`config.mk`:
```
export PLATFORM = sky130hd
export DESIGN_NAME = hazard_stall_unit
export DESIGN_NICKNAME = d
export VERILOG_FILES = /design/src/rtl/hazard_stall_unit.sv
export SDC_FILE = /design/constraint.sdc
export NUM_CORES = 1
export LEC_CHECK = 0
export BUFFER_PORTS_ARGS = -buffer_cell sky130_fd_sc_hd__buf_2
export CORE_MARGIN = 1
export CORE_UTILIZATION = 52
export CTS_CLUSTER_SIZE = 10
export DETAILED_ROUTE_END_ITERATION = 6
export PLACE_DENSITY_LB_ADDON = 0.25
export SYNTH_ARGS = -nofsm -noshare
export SYNTH_HDL_FRONTEND = slang
export SYNTH_SLANG_ARGS = --single-unit
```
`constraint.sdc`:
```
create_clock -name clk -period 5.85 [get_ports clk]
set_input_delay 0.585 -clock clk [delete_from_list [all_inputs] [get_ports clk]]
set_output_delay 0.585 -clock clk [all_outputs]
set_load 0.02 [all_outputs]
```
`src/rtl/hazard_stall_unit.sv`:
```
// Stalls/squashes the pipeline for load-use and MDU hazards; outputs are combinational (0 cycles).
// Backpressure: holds PC and IF/ID while a hazard is live; a taken branch overrides the stall.
module hazard_stall_unit #(
    parameter int MDU_LATENCY = 4,
    parameter int CNT_W       = 16
) (
    input  logic             clk,
    input  logic             rst_n,
    input  logic [4:0]       IFID_RegRs,
    input  logic [4:0]       IFID_RegRt,
    input  logic             IFID_UsesRt,
    input  logic             IFID_HiLoUse,
    input  logic             IDEX_MemRead,
    input  logic [4:0]       IDEX_RegRt,
    input  logic             IDEX_MduStart,
    input  logic             BranchTaken,
    output logic             PCWrite,
    output logic             IFIDWrite,
    output logic             IDEX_Bubble,
    output logic             IFID_Flush,
    output logic             MduBusy,
    output logic [CNT_W-1:0] StallCycles
);

    localparam int CW = $clog2(MDU_LATENCY) + 1;

    typedef enum logic {IDLE, BUSY} state_t;

    state_t        state, stateNext;
    logic [CW-1:0] cnt, cntNext;
    logic          loadUse, mduHaz, stall;

    assign loadUse = IDEX_MemRead && (IDEX_RegRt != 5'd0) &&
                     ((IDEX_RegRt == IFID_RegRs) ||
                      (IFID_UsesRt && (IDEX_RegRt == IFID_RegRt)));
    assign mduHaz  = IFID_HiLoUse && (IDEX_MduStart || (state == BUSY));
    // A taken branch squashes the waiting ID op, so there is nothing to stall.
    assign stall   = (loadUse || mduHaz) && !BranchTaken;

    assign PCWrite     = !stall;
    assign IFIDWrite   = !stall;
    assign IDEX_Bubble = stall || BranchTaken;
    assign IFID_Flush  = BranchTaken;
    assign MduBusy     = (state == BUSY);

    // The issued MDU op always runs to completion; new issues while BUSY are ignored.
    always_comb begin
        stateNext = state;
        cntNext   = cnt;
        case (state)
            IDLE: begin
                if (IDEX_MduStart && (MDU_LATENCY > 1)) begin
                    stateNext = BUSY;
                    cntNext   = CW'(MDU_LATENCY - 1);
                end
            end
            BUSY: begin
                if (cnt == CW'(1)) begin
                    stateNext = IDLE;
                    cntNext   = '0;
                end else begin
                    cntNext = cnt - CW'(1);
                end
            end
            default: begin
                stateNext = IDLE;
                cntNext   = '0;
            end
        endcase
    end

    always_ff @(posedge clk or negedge rst_n) begin
        if (!rst_n) begin
            state <= IDLE;
            cnt   <= '0;
        end else begin
            state <= stateNext;
            cnt   <= cntNext;
        end
    end

    always_ff @(posedge clk or negedge rst_n) begin
        if (!rst_n) begin
            StallCycles <= '0;
        end else if (stall && (StallCycles != {CNT_W{1'b1}})) begin
            StallCycles <= StallCycles + CNT_W'(1);
        end
    end

endmodule

```
# Yosys cells after proc, flatten, opt, wreduce, memory -nomap -nowiden
# Index checks and enable logic that the tools add are counted.
# word_totals
output_inout_bits	21
ff_bits	20
# classes
n_mux	6
eq_ne	5
n_addsub	2
bitwise_logic	1
n_reduce_logical	13
# op_table
op	count
$add 16x1->16 const B	1
$ne 16x16->1 const B	1
$eq 5x5->1	2
$logic_and 1x1->1	6
$mux 3	2
$pmux 3 s2	1
$reduce_bool 5->1	1
$logic_or 1x1->1	4
$eq 3x1->1 const B	1
$sub 3x1->3 const B	1
$logic_not 1->1	2
$mux 1	2
$ne 2x2->1 const B	1
$pmux 1 s2	1
$not 1->1	1

# Depth between registers and ports, before layout
# Gate-level depths: netlist of the first run.
# logic_depth
word_depth	7
ltp_mapped	7
ltp_nobuf	7

# Worst setup path after synthesis of the first run
# Ideal clock, no wire load.
# synth_path
path_kind	in2out
start	input port IDEX_RegRt[1]
end	output port PCWrite
t_arrival_ps	2018
setup_slack_ps	3247
stages	6
required_time_ps	5265
path_cell_list	or4_1 -> o21ai_0 -> nor2_1 -> a21o_1 -> inv_1 -> buf_4
# synth_between
elab_chain_cells	7
word_cells_on_any_way	10
cone_classes	eq/ne: 2; reduce/logical: 8
# synth_rtl
element	line	rtl
start: declaration	14	input logic [4:0] IDEX_RegRt,
$eq 5x5->1	35	(IFID_UsesRt && (IDEX_RegRt == IFID_RegRt)));
$logic_and 1x1->1	35	
$logic_or 1x1->1	34	((IDEX_RegRt == IFID_RegRs) ||
$logic_and 1x1->1 *	33	assign loadUse = IDEX_MemRead && (IDEX_RegRt != 5'd0) &&
$logic_or 1x1->1 *	38	assign stall = (loadUse || mduHaz) && !BranchTaken;
$logic_and 1x1->1 *	38	
$logic_not 1->1 *	n/a	
end: declaration	17	output logic PCWrite,
# Every way passes the cells marked *; elsewhere a longest branch is shown, timed or not.

# Worst setup path after layout of the first run
# layout_path
start	input port IDEX_RegRt[1]
end	output port PCWrite
# layout_between
elab_chain_cells	7
word_cells_on_any_way	10
cone_classes	eq/ne: 2; reduce/logical: 8
# layout_rtl
element	line	rtl
$eq 5x5->1	35	
$logic_and 1x1->1	35	
$logic_or 1x1->1	34	
$logic_and 1x1->1 *	33	
$logic_or 1x1->1 *	38	
$logic_and 1x1->1 *	38	
$logic_not 1->1 *	40	assign PCWrite = !stall;
# Marks and branches as above.

==> flow_summary_export.csv, run 1 <==
group,metric,value,unit
die,floorplan.rows,16,
min_path,hold_path_class,"primary input to async pin",
sta,grt_setup_unrepaired,"false",
clock_tree,number_of_buffers_inserted_for_hold_repair_after_clock_tree_synthesis,0,
run,maxCapViolations,0,
final_layout,ratio_of_cells_with_drive_above_1_in_the_final_layout,30.30,%
synth,syn-num-nets,147,
die,die_outline_width,49.23,um
critical_path,critical_register_to_register_path_endpoint,"StallCycles[1]$_DFFE_PN0P_",
die,die_y,49.23,um
sta,clock-skew-final,3.388,ps
clock_tree,cts_inserted_buffers,3,
grt,antenna_found_initial,0,
clock_tree,cts.htree.levels,1,
clock_tree,cts_root_buffer,"clkbuf_4",
synth,synth_async_sr_flop_share,100.0,%
power,power.leakage,0.6765,nW
clock_tree,insertion_delay_of_the_later_clocked_pin_in_the_worst_skew_pair,310,ps
routing,residual_drc_count,0,
clock_tree,cts_buffer_depth,2,
sta,timing.final.hold_violations,0,
critical_path,critPathMaxStageDelay,500,ps
die,die_area,0.002424,sq mm
routing,final_antenna_net_count,0,
critical_path,crit_path_cell_trace,"buf_2, or4_1, o21ai_0, nor2_1, a21o_1, inv_1, buf_2",
power,comb_power_share,35.7,%
routing,number_of_drc_markers_after_the_initial_detailed_route_iteration,15,
final_layout,final_core_utilization,70.24,%
synth,synth_enable_flop_cells,0,
grt,grt_usage,22.34,%
die,coreArea,0.002022,sq mm
synth,synth_sequential_area_ratio,43.15,%
clock_tree,numClockSinks,20,
sta,max-slew-margin-rel,55.21,%
routing,routed_wire_length_per_instance,12.85,um
routing,first_pass_iters,4,
power,p_sw_share,38.48,%
sta,max_freq,0.3670,GHz
grt,wire_length_of_the_first_global_routing_pass,4.236,mm
synth,post_synth_num_cell_types,29,
power,power.net_switching,0.0001711,W
synth,most_used_flip_flop_cell_after_synthesis,"dfrtp_1",
power,cellInternalPower,0.0002736,W
final_layout,area_taken_by_multi_input_logic_gates,613.1,sq um
place,numPortBuffers,42,
grt,grt_start_max_net_pins,21,
critical_path,worstSetupStartpointType,"primary input",
power,clockPowerShare,18.0,%
sta,drv_slew,0,
critical_path,crit_type,"primary input to output port",
synth,post_syn_instances,122,
synth,synthesized_cell_area,0.001160,sq mm
critical_path,ff2ff_setup_slack,3650,ps
sta,final_min_period_over_clock_period,46.58,%
clock_tree,cts_tree,"yes",
routing,route.final.wire_length,2.468,mm
clock_tree,clk_pin_slew_worst_paths,110,ps
final_layout,final_cell_mix,"buf_2, dfrtp_1, nor2_1",
final_layout,syn_to_final_growth,22.44,%
sta,period_minus_slack,2725,ps
synth,synth_area_per_cell,9.507,sq um
routing,dr_total_vias,1053,
routing,detail_route.vias_per_cell,5.484,
power,power.ir.vdd_worst,0.2635,mV
critical_path,timing.critical_path.required,5270,ps
clock_tree,postCtsResizedCells,0,
synth,ys_ff_latch,20,
critical_path,crit_arrival,2140,ps
place,gp_routability_congestion,0.8220,
sta,setup-violations-final,0,
synth,yosys_warnings,0,
final_layout,layout.area.seq,500.5,sq um
power,pwr_per_cell_area,313.2,mW/mm^2
die,initial_utilization,57.36,%
critical_path,timing.critical_path.mode_cell,"buf_2",
final_layout,most_frequent_standard_cell_in_the_layout_excluding_fill_and_tap_cells,"buf_2",
die,io_pins,43,
final_layout,finish.net_count,191,
place,place.detailed.hpwl,1.906,mm
clock_tree,cts_post_setup_buffers_inserted,0,
critical_path,crit_path_max_fanout,6,
sta,setup_total_negative_slack,0,ps
sta,tightestPinTransition,665.7,ps
grt,globalRouteOverflowTotal,0,
critical_path,element_type_at_the_critical_path_end,"output port",
final_layout,layout.filler_cells,181,
final_layout,insertedDiodeCount,0,
critical_path,cp_slowest_cell,"or4_1",
critical_path,ff2ff_path_depth,6,
grt,via_count_of_the_first_global_routing_pass,1043,
critical_path,critical_path.reg2reg.startpoint,"StallCycles[0]$_DFFE_PN0P_",
power,sequential_cell_fraction_of_total_power,46.2,%
run_status,run_status,"complete, no violations",
[Yosys cell counts, types with 2 or more instances]
master / instances / share of area, %
buf_4: 2 / 1.3
xnor2_1: 10 / 7.6
inv_1: 7 / 2.3
a31oi_1: 2 / 1.1
ha_1: 3 / 3.2
nor2_1: 14 / 4.5
mux2_2: 2 / 1.9
a32o_1: 2 / 1.7
a21oi_1: 4 / 1.7
xor2_1: 12 / 9.1
nand3_1: 7 / 3.0
nand4_1: 4 / 2.2
o21ai_0: 5 / 2.2
nor3_1: 5 / 2.2
dfrtp_1: 20 / 43
nand2_1: 10 / 3.2
[area by class of cell]
cell class,count,area share (%)
Sequential cell,20,35.24
Inverter,7,1.850
Clock buffer,4,2.555
Multi-Input combinational cell,92,43.17
Tap cell,27,2.379
Timing Repair Buffer,42,14.80
[power by group through the flow]
stage | clock network, W | registers (W) | logic [W]
final | 0.0000802 | 0.000206 | 0.000159
after global routing | 0.0000877 | 0.000211 | 0.000180
after CTS | 0.0000836 | 0.000205 | 0.000161
after detailed placement | 0 | 0.000207 | 0.000160
after global placement | 0 | 0.000205 | 0.000156
after floorplan | 0 | 0.000225 | 0.0000899
[cells by family after synthesis]
family | after synthesis | share of synthesized area [%]
simple gates | 45 | 18.45
buf+inv | 10 | 3.991
mux | 2 | 1.942
fa+ha+maj | 3 | 3.237
compound gates | 20 | 12.62
xor+xnor | 22 | 16.61
flops | 20 | 43.15
[how the worst max path moves through the flow]
| stage | from | end | slack, ps |
|---|---|---|---|
| 6_report | IDEX_RegRt[1] | PCWrite | 3130 |
| 3_3_place_gp | IDEX_RegRt[1] | IFIDWrite | 3140 |
| 2_1_floorplan | IDEX_RegRt[1] | PCWrite | 3250 |
| 3_5_place_dp | IDEX_RegRt[1] | PCWrite | 3120 |
| 4_1_cts | IDEX_RegRt[1] | PCWrite | 3120 |
| 5_1_grt | IDEX_RegRt[1] | PCWrite | 3010 |
[sequential cells by signal (all words and copies together) (netlist names)]
| register | count |
|---|---|
| cnt | 3 |
| StallCycles | 16 |
| MduBusy | 1 |
[per-stage QoR]
stage	std cells	setup slack, ps	total power (W)	area [sq um]	hold slack (ps)
after floorplan	122	3247	0.0003149	1160	289.4
after global placement	188	3137	0.0003604	1384	479.3
after detailed placement	188	3118	0.0003676	1384	491.1
after CTS	192	3117	0.0004496	1420	204.2
after global routing	192	3011	0.0004781	1420	217.0
final	192	3125	0.0004448	1420	204.1
[routing by layer]
layer | GRT usage, % | wire [um] | vias up
li1 | - | - | 508
met1 | 26.05 | 1059 | 501
met2 | 41.10 | 1230 | 41
met3 | 2.804 | 154 | 3
met4 | 8.333 | 24 | 0
met5 | 0 | 0 | -
[worst max-delay path: cells and delay by family]
kind	cells	cell delay, ps
and+or+nand+nor	2	570
AOI/OAI and AO/OA	2	540
buffers and inverters	3	430
Power figures use the tool's default switching activity.
==> run 2, diff against run 1 <==
--- a/config.mk
+++ b/config.mk
@@ -7,7 +7,7 @@
 export LEC_CHECK = 0
 export BUFFER_PORTS_ARGS = -buffer_cell sky130_fd_sc_hd__buf_2
 export CORE_MARGIN = 1
-export CORE_UTILIZATION = 52
+export CORE_UTILIZATION = 43
 export CTS_CLUSTER_SIZE = 10
 export DETAILED_ROUTE_END_ITERATION = 6
 export PLACE_DENSITY_LB_ADDON = 0.25
==> constraint.sdc (replaced) <==
create_clock -name clk -period 2.46 [get_ports clk]
set_input_delay 0.246 -clock clk [delete_from_list [all_inputs] [get_ports clk]]
set_output_delay 0.246 -clock clk [all_outputs]
set_load 0.02 [all_outputs]
==> flow_summary_export.csv, run 2 (same netlist as run 1, synthesis figures left out) <==
group,metric,value,unit
sta,whs,176.4,ps
power,power.net_switching,0.0004095,W
run_status,run_status,"complete, no violations",
min_path,worst_hold_depth,2,
power,sequential_cell_fraction_of_total_power,46.2,%
grt,via_count_of_the_first_global_routing_pass,933,
clock_tree,cts_buffer_depth,2,
final_layout,most_frequent_standard_cell_in_the_layout_excluding_fill_and_tap_cells,"buf_2",
die,io_pins,43,
final_layout,flip_flop_count_of_the_largest_register_after_layout,16,
grt,grt_start_max_net_pins,21,
power,pwr_per_cell_area,736.3,mW/mm^2
sta,drv_slew,0,
grt,wire_length_of_the_first_global_routing_pass,3.788,mm
power,clockPowerShare,17.7,%
power,p_sw_share,38.58,%
power,comb_power_share,36.1,%
sta,tightestPinTransition,620.2,ps
final_layout,final_cell_mix,"buf_2, dfrtp_1, nor2_1",
clock_tree,cts.htree.levels,1,
routing,route.final.wire_length,2.474,mm
critical_path,critical_path.reg2reg.startpoint,"StallCycles[0]$_DFFE_PN0P_",
sta,clock-skew-final,3.130,ps
critical_path,element_type_at_the_critical_path_end,"output port",
min_path,min_from,"IDEX_MduStart",
clock_tree,insertion_delay_of_the_later_clocked_pin_in_the_worst_skew_pair,300,ps
min_path,hold-path-endpoint,"cnt[2]$_DFFE_PN0N_",
clock_tree,postCtsResizedCells,0,
clock_tree,cts_root_buffer,"clkbuf_4",
critical_path,cp_slowest_cell,"o21ai_0",
die,floorplan.rows,18,
die,initial_utilization,45.98,%
critical_path,critical_register_to_register_path_endpoint,"StallCycles[1]$_DFFE_PN0P_",
sta,max-slew-margin-rel,58.22,%
die,die_area,0.002909,sq mm
sta,max_freq,0.4478,GHz
die,die_outline_width,53.94,um
grt,antenna_found_initial,0,
sta,final_min_period_over_clock_period,90.78,%
critical_path,worst-path-buf-inv,2,
routing,residual_drc_count,0,
grt,globalRouteOverflowTotal,0,
routing,dr_total_vias,1059,
place,place.detailed.hpwl,1.951,mm
clock_tree,clk_pin_slew_worst_paths,110,ps
routing,final_antenna_net_count,0,
run,maxCapViolations,0,
sta,grt_setup_unrepaired,"false",
min_path,hold_path_class,"primary input to register",
place,numPortBuffers,42,
critical_path,critPathMaxStageDelay,550,ps
final_layout,top_register,"StallCycles",
die,coreArea,0.002522,sq mm
critical_path,ff2ff_path_depth,7,
clock_tree,cts_tree,"yes",
sta,setup_total_negative_slack,0,ps
final_layout,syn_to_final_growth,24.27,%
critical_path,critPathTopFamily,"compound AO/OA/AOI/OAI gates",
sta,period_minus_slack,2233,ps
critical_path,worstSetupStartpointType,"register",
routing,number_of_drc_markers_after_the_initial_detailed_route_iteration,21,
routing,routed_wire_length_per_instance,12.56,um
critical_path,crit_arrival,1990,ps
critical_path,ff2ff_setup_slack,250,ps
grt,grt_usage,18.31,%
power,power.ir.vdd_worst,0.7382,mV
final_layout,finish.net_count,193,
clock_tree,numClockSinks,20,
critical_path,crit_path_max_fanout,10,
critical_path,crit_type,"register to output port",
critical_path,timing.critical_path.required,2210,ps
power,cellInternalPower,0.0006518,W
critical_path,crit_path_cell_trace,"o21ai_0, nor2_1, a21o_1, inv_1, buf_2",
final_layout,final_core_utilization,57.14,%
clock_tree,cts_post_setup_buffers_inserted,0,
place,gp_routability_congestion,0.7278,
power,power.leakage,0.6861,nW
sta,setup-violations-final,0,
clock_tree,number_of_buffers_inserted_for_hold_repair_after_clock_tree_synthesis,1,
routing,first_pass_iters,4,
clock_tree,cts_inserted_buffers,3,
final_layout,insertedDiodeCount,0,
sta,timing.final.hold_violations,0,
routing,detail_route.vias_per_cell,5.376,
die,die_y,53.94,um
final_layout,ratio_of_cells_with_drive_above_1_in_the_final_layout,30.54,%
[run 2: final cells by class]
type                            count  area (sq um)
Timing Repair Buffer               44         227.7
Sequential cell                    20         500.5
Fill cell                         226          1081
Inverter                            7         26.28
Multi-Input combinational cell     92         613.1
Clock buffer                        4         36.28
Tap cell                           30         37.54
[run 2: power by group through the flow]
stage	clock network, W	registers (W)	logic, W
final	0.000188	0.000490	0.000383
after global routing	0.000206	0.000502	0.000424
after CTS	0.000196	0.000489	0.000388
after detailed placement	0	0.000496	0.000384
after global placement	0	0.000488	0.000371
after floorplan	0	0.000535	0.000214
[run 2: per-stage QoR]
stage	cell area, sq um	cells	worst slack (ps)	power [W]
3_3_place_gp	1395	192	341.9	0.0008587
3_5_place_dp	1395	192	282.0	0.0008797
5_1_grt	1441	197	54.44	0.001132
4_1_cts	1441	197	201.5	0.001073
2_1_floorplan	1160	122	418.0	0.0007488
6_report	1441	197	226.8	0.001061
[run 2: worst max path at each step]
| stage | startpoint | end | slack, ps | cells after the start |
|---|---|---|---|---|
| finish | MduBusy$_DFF_PN0_ | PCWrite | 230 | 5 |
| global route | MduBusy$_DFF_PN0_ | PCWrite | 50 | 5 |
| CTS | MduBusy$_DFF_PN0_ | PCWrite | 200 | 5 |
| detailed placement | StallCycles[0]$_DFFE_PN0P_ | StallCycles[1]$_DFFE_PN0P_ | 280 | 7 |
| global placement | StallCycles[0]$_DFFE_PN0P_ | StallCycles[1]$_DFFE_PN0P_ | 340 | 7 |
| floorplan | StallCycles[0]$_DFFE_PN0P_ | StallCycles[1]$_DFFE_PN0P_ | 420 | 6 |
[run 2: metal layers]
layer / track usage, % / vias to the layer above / share of wire [%]
li1: - / 517 / -
met5: 0 / - / 0
met3: 1.977 / 5 / 6.5
met1: 22.82 / 493 / 45
met4: 10.09 / 0 / 1.5
met2: 30.66 / 44 / 47
==> run 3, diff against run 2 <==
==> constraint.sdc (replaced) <==
create_clock -name clk -period 2.46 [get_ports clk]
set_input_delay 0.615 -clock clk [delete_from_list [all_inputs] [get_ports clk]]
set_output_delay 0.615 -clock clk [all_outputs]
set_load 0.02 [all_outputs]
==> flow_summary_export.csv, run 3 (same netlist as run 1, synthesis figures left out) <==
group,metric,value,unit
power,pwr_per_cell_area,735.8,mW/mm^2
sta,final_min_period_over_clock_period,99.86,%
clock_tree,numClockSinks,20,
clock_tree,cts_root_buffer,"clkbuf_4",
final_layout,top_register,"StallCycles",
die,die_y,53.94,um
run_status,run_status,"complete, no violations",
critical_path,crit_arrival,1840,ps
power,power.ir.vdd_worst,0.6377,mV
place,numPortBuffers,42,
sta,max_freq,0.4071,GHz
final_layout,layout.filler_cells,214,
die,die_outline_width,53.94,um
grt,globalRouteOverflowTotal,0,
sta,timing.final.hold_violations,0,
routing,routed_wire_length_per_instance,13.20,um
routing,dr_total_vias,1091,
die,coreArea,0.002522,sq mm
die,die_area,0.002909,sq mm
sta,tightestPinTransition,434.9,ps
grt,antenna_found_initial,0,
sta,setup_total_negative_slack,0,ps
die,floorplan.rows,18,
sta,clock-skew-final,1.950,ps
critical_path,critPathMaxStageDelay,520,ps
grt,met1_usage,22.50,%
die,initial_utilization,45.98,%
sta,setup-violations-final,0,
run,maxCapViolations,0,
final_layout,ratio_of_cells_with_drive_above_1_in_the_final_layout,37.14,%
final_layout,most_frequent_standard_cell_in_the_layout_excluding_fill_and_tap_cells,"buf_2",
clock_tree,clk_pin_slew_worst_paths,110,ps
power,power.leakage,0.7559,nW
critical_path,timing.critical_path.mode_cell,"buf_6",
sta,grt_setup_unrepaired,"true",
grt,use_met3,2.542,%
clock_tree,cts_inserted_buffers,3,
final_layout,area_of_all_placed_cells_without_fillers,0.001589,sq mm
sta,period_minus_slack,2456,ps
routing,number_of_drc_markers_after_the_initial_detailed_route_iteration,27,
routing,first_pass_iters,4,
grt,grt_start_max_net_pins,21,
critical_path,worstSetupStartpointType,"primary input",
grt,grt_usage,19.39,%
grt,most_congested_layer_reported_by_global_routing,"met2",
critical_path,crit_path_max_fanout,3,
final_layout,syn_to_final_growth,37.00,%
grt,grt_util_met2,35.39,%
sta,max-slew-margin-rel,71.01,%
die,io_pins,43,
clock_tree,insertion_delay_of_the_later_clocked_pin_in_the_worst_skew_pair,300,ps
grt,via_count_of_the_first_global_routing_pass,984,
place,total_cell_area_at_the_placement_stage,0.001455,sq mm
routing,residual_drc_count,0,
critical_path,crit_type,"primary input to output port",
routing,final_antenna_net_count,0,
grt,wire_length_of_the_first_global_routing_pass,4.022,mm
clock_tree,cts_buffer_depth,2,
final_layout,insertedDiodeCount,0,
clock_tree,cts_tree,"yes",
place,gp_routability_congestion,0.7102,
critical_path,crit_path_cell_trace,"buf_6, or4_4, o21ai_2, nor2_1, a21o_1, inv_2, buf_6",
final_layout,final_cell_mix,"buf_2, dfrtp_1, nor2_1",
routing,route.final.wire_length,2.705,mm
critical_path,cp_slowest_cell,"or4_4",
place,place.detailed.hpwl,2.057,mm
final_layout,flip_flop_count_of_the_largest_register_after_layout,16,
critical_path,timing.critical_path.required,1850,ps
clock_tree,cts.htree.levels,1,
sta,drv_slew,0,
min_path,hold_path_class,"primary input to async pin",
critical_path,element_type_at_the_critical_path_end,"output port",
final_layout,finish.net_count,201,
routing,detail_route.vias_per_cell,5.322,
==> run 3: worst max-delay path: cells and delay by family <==
family          cells  cell delay (ps)
compound gates      2              330
buf+inv             3              310
simple gates        2              570
==> run 3: routing by layer <==
metal	part of all wire (%)	wire (um)	vias to the layer above
li1	-	-	532
met1	41	1113	507
met2	49	1335	47
met3	8.1	218	5
met4	1.4	37	0
met5	0	0	-
==> run 3: final timing paths <==
kind                                             from  cells after the start                          end  slack, ps
max                                     IDEX_RegRt[2]                      7                    IFIDWrite          4
min in group clk           StallCycles[9]$_DFFE_PN0P_                      1   StallCycles[9]$_DFFE_PN0P_        510
min                                             rst_n                      1   StallCycles[0]$_DFFE_PN0P_        240
max in group asynchronous                       rst_n                      1  StallCycles[13]$_DFFE_PN0P_       1920
max reg2reg                StallCycles[0]$_DFFE_PN0P_                      7   StallCycles[1]$_DFFE_PN0P_        410
min reg2reg                StallCycles[9]$_DFFE_PN0P_                      1   StallCycles[9]$_DFFE_PN0P_        510
==> run 3: stage by stage <==
stage / power [W] / setup slack (ps) / hold WS, ps / utilization [%] / instances
global route: 0.001244 / -44.11 / 260.0 / 63.00 / 205
floorplan: 0.0007514 / 7.818 / 319.4 / - / 122
global placement: 0.0008683 / -27.28 / 477.7 / 57.69 / 199
finish: 0.001169 / 3.507 / 237.6 / 63.00 / 205
CTS: 0.001178 / 3.419 / 243.9 / 62.90 / 205
detailed placement: 0.0008959 / -33.80 / 501.7 / 57.69 / 199
==> run 3: cell type report <==
class	count	area (sq um)	share of cell area, %
timing repair buffer	52	316.6	19.92
clock buffer	3	22.52	1.417
multi-input combinational	92	655.6	41.26
clock inverter	1	30.03	1.890
sequential	20	500.5	31.50
inverter	7	26.28	1.654
tap	30	37.54	2.362
==> run 3: what timing repair did <==
item | CTS | global route
gates resized for setup | 11 | 1
buffers inserted | 2 | 0
setup endpoints to repair | 3 | 3
pin swaps | 8 | 5
hold buffers | 0 | 0
==> run 3: where the power goes <==
group / internal, W / switching (W) / leakage [nW]
combinational: 0.000181 / 0.000234 / 0.473
sequential: 0.000404 / 0.0000857 / 0.255
clock: 0.000165 / 0.0000993 / 0.0279
total: 0.000750 / 0.000419 / 0.756
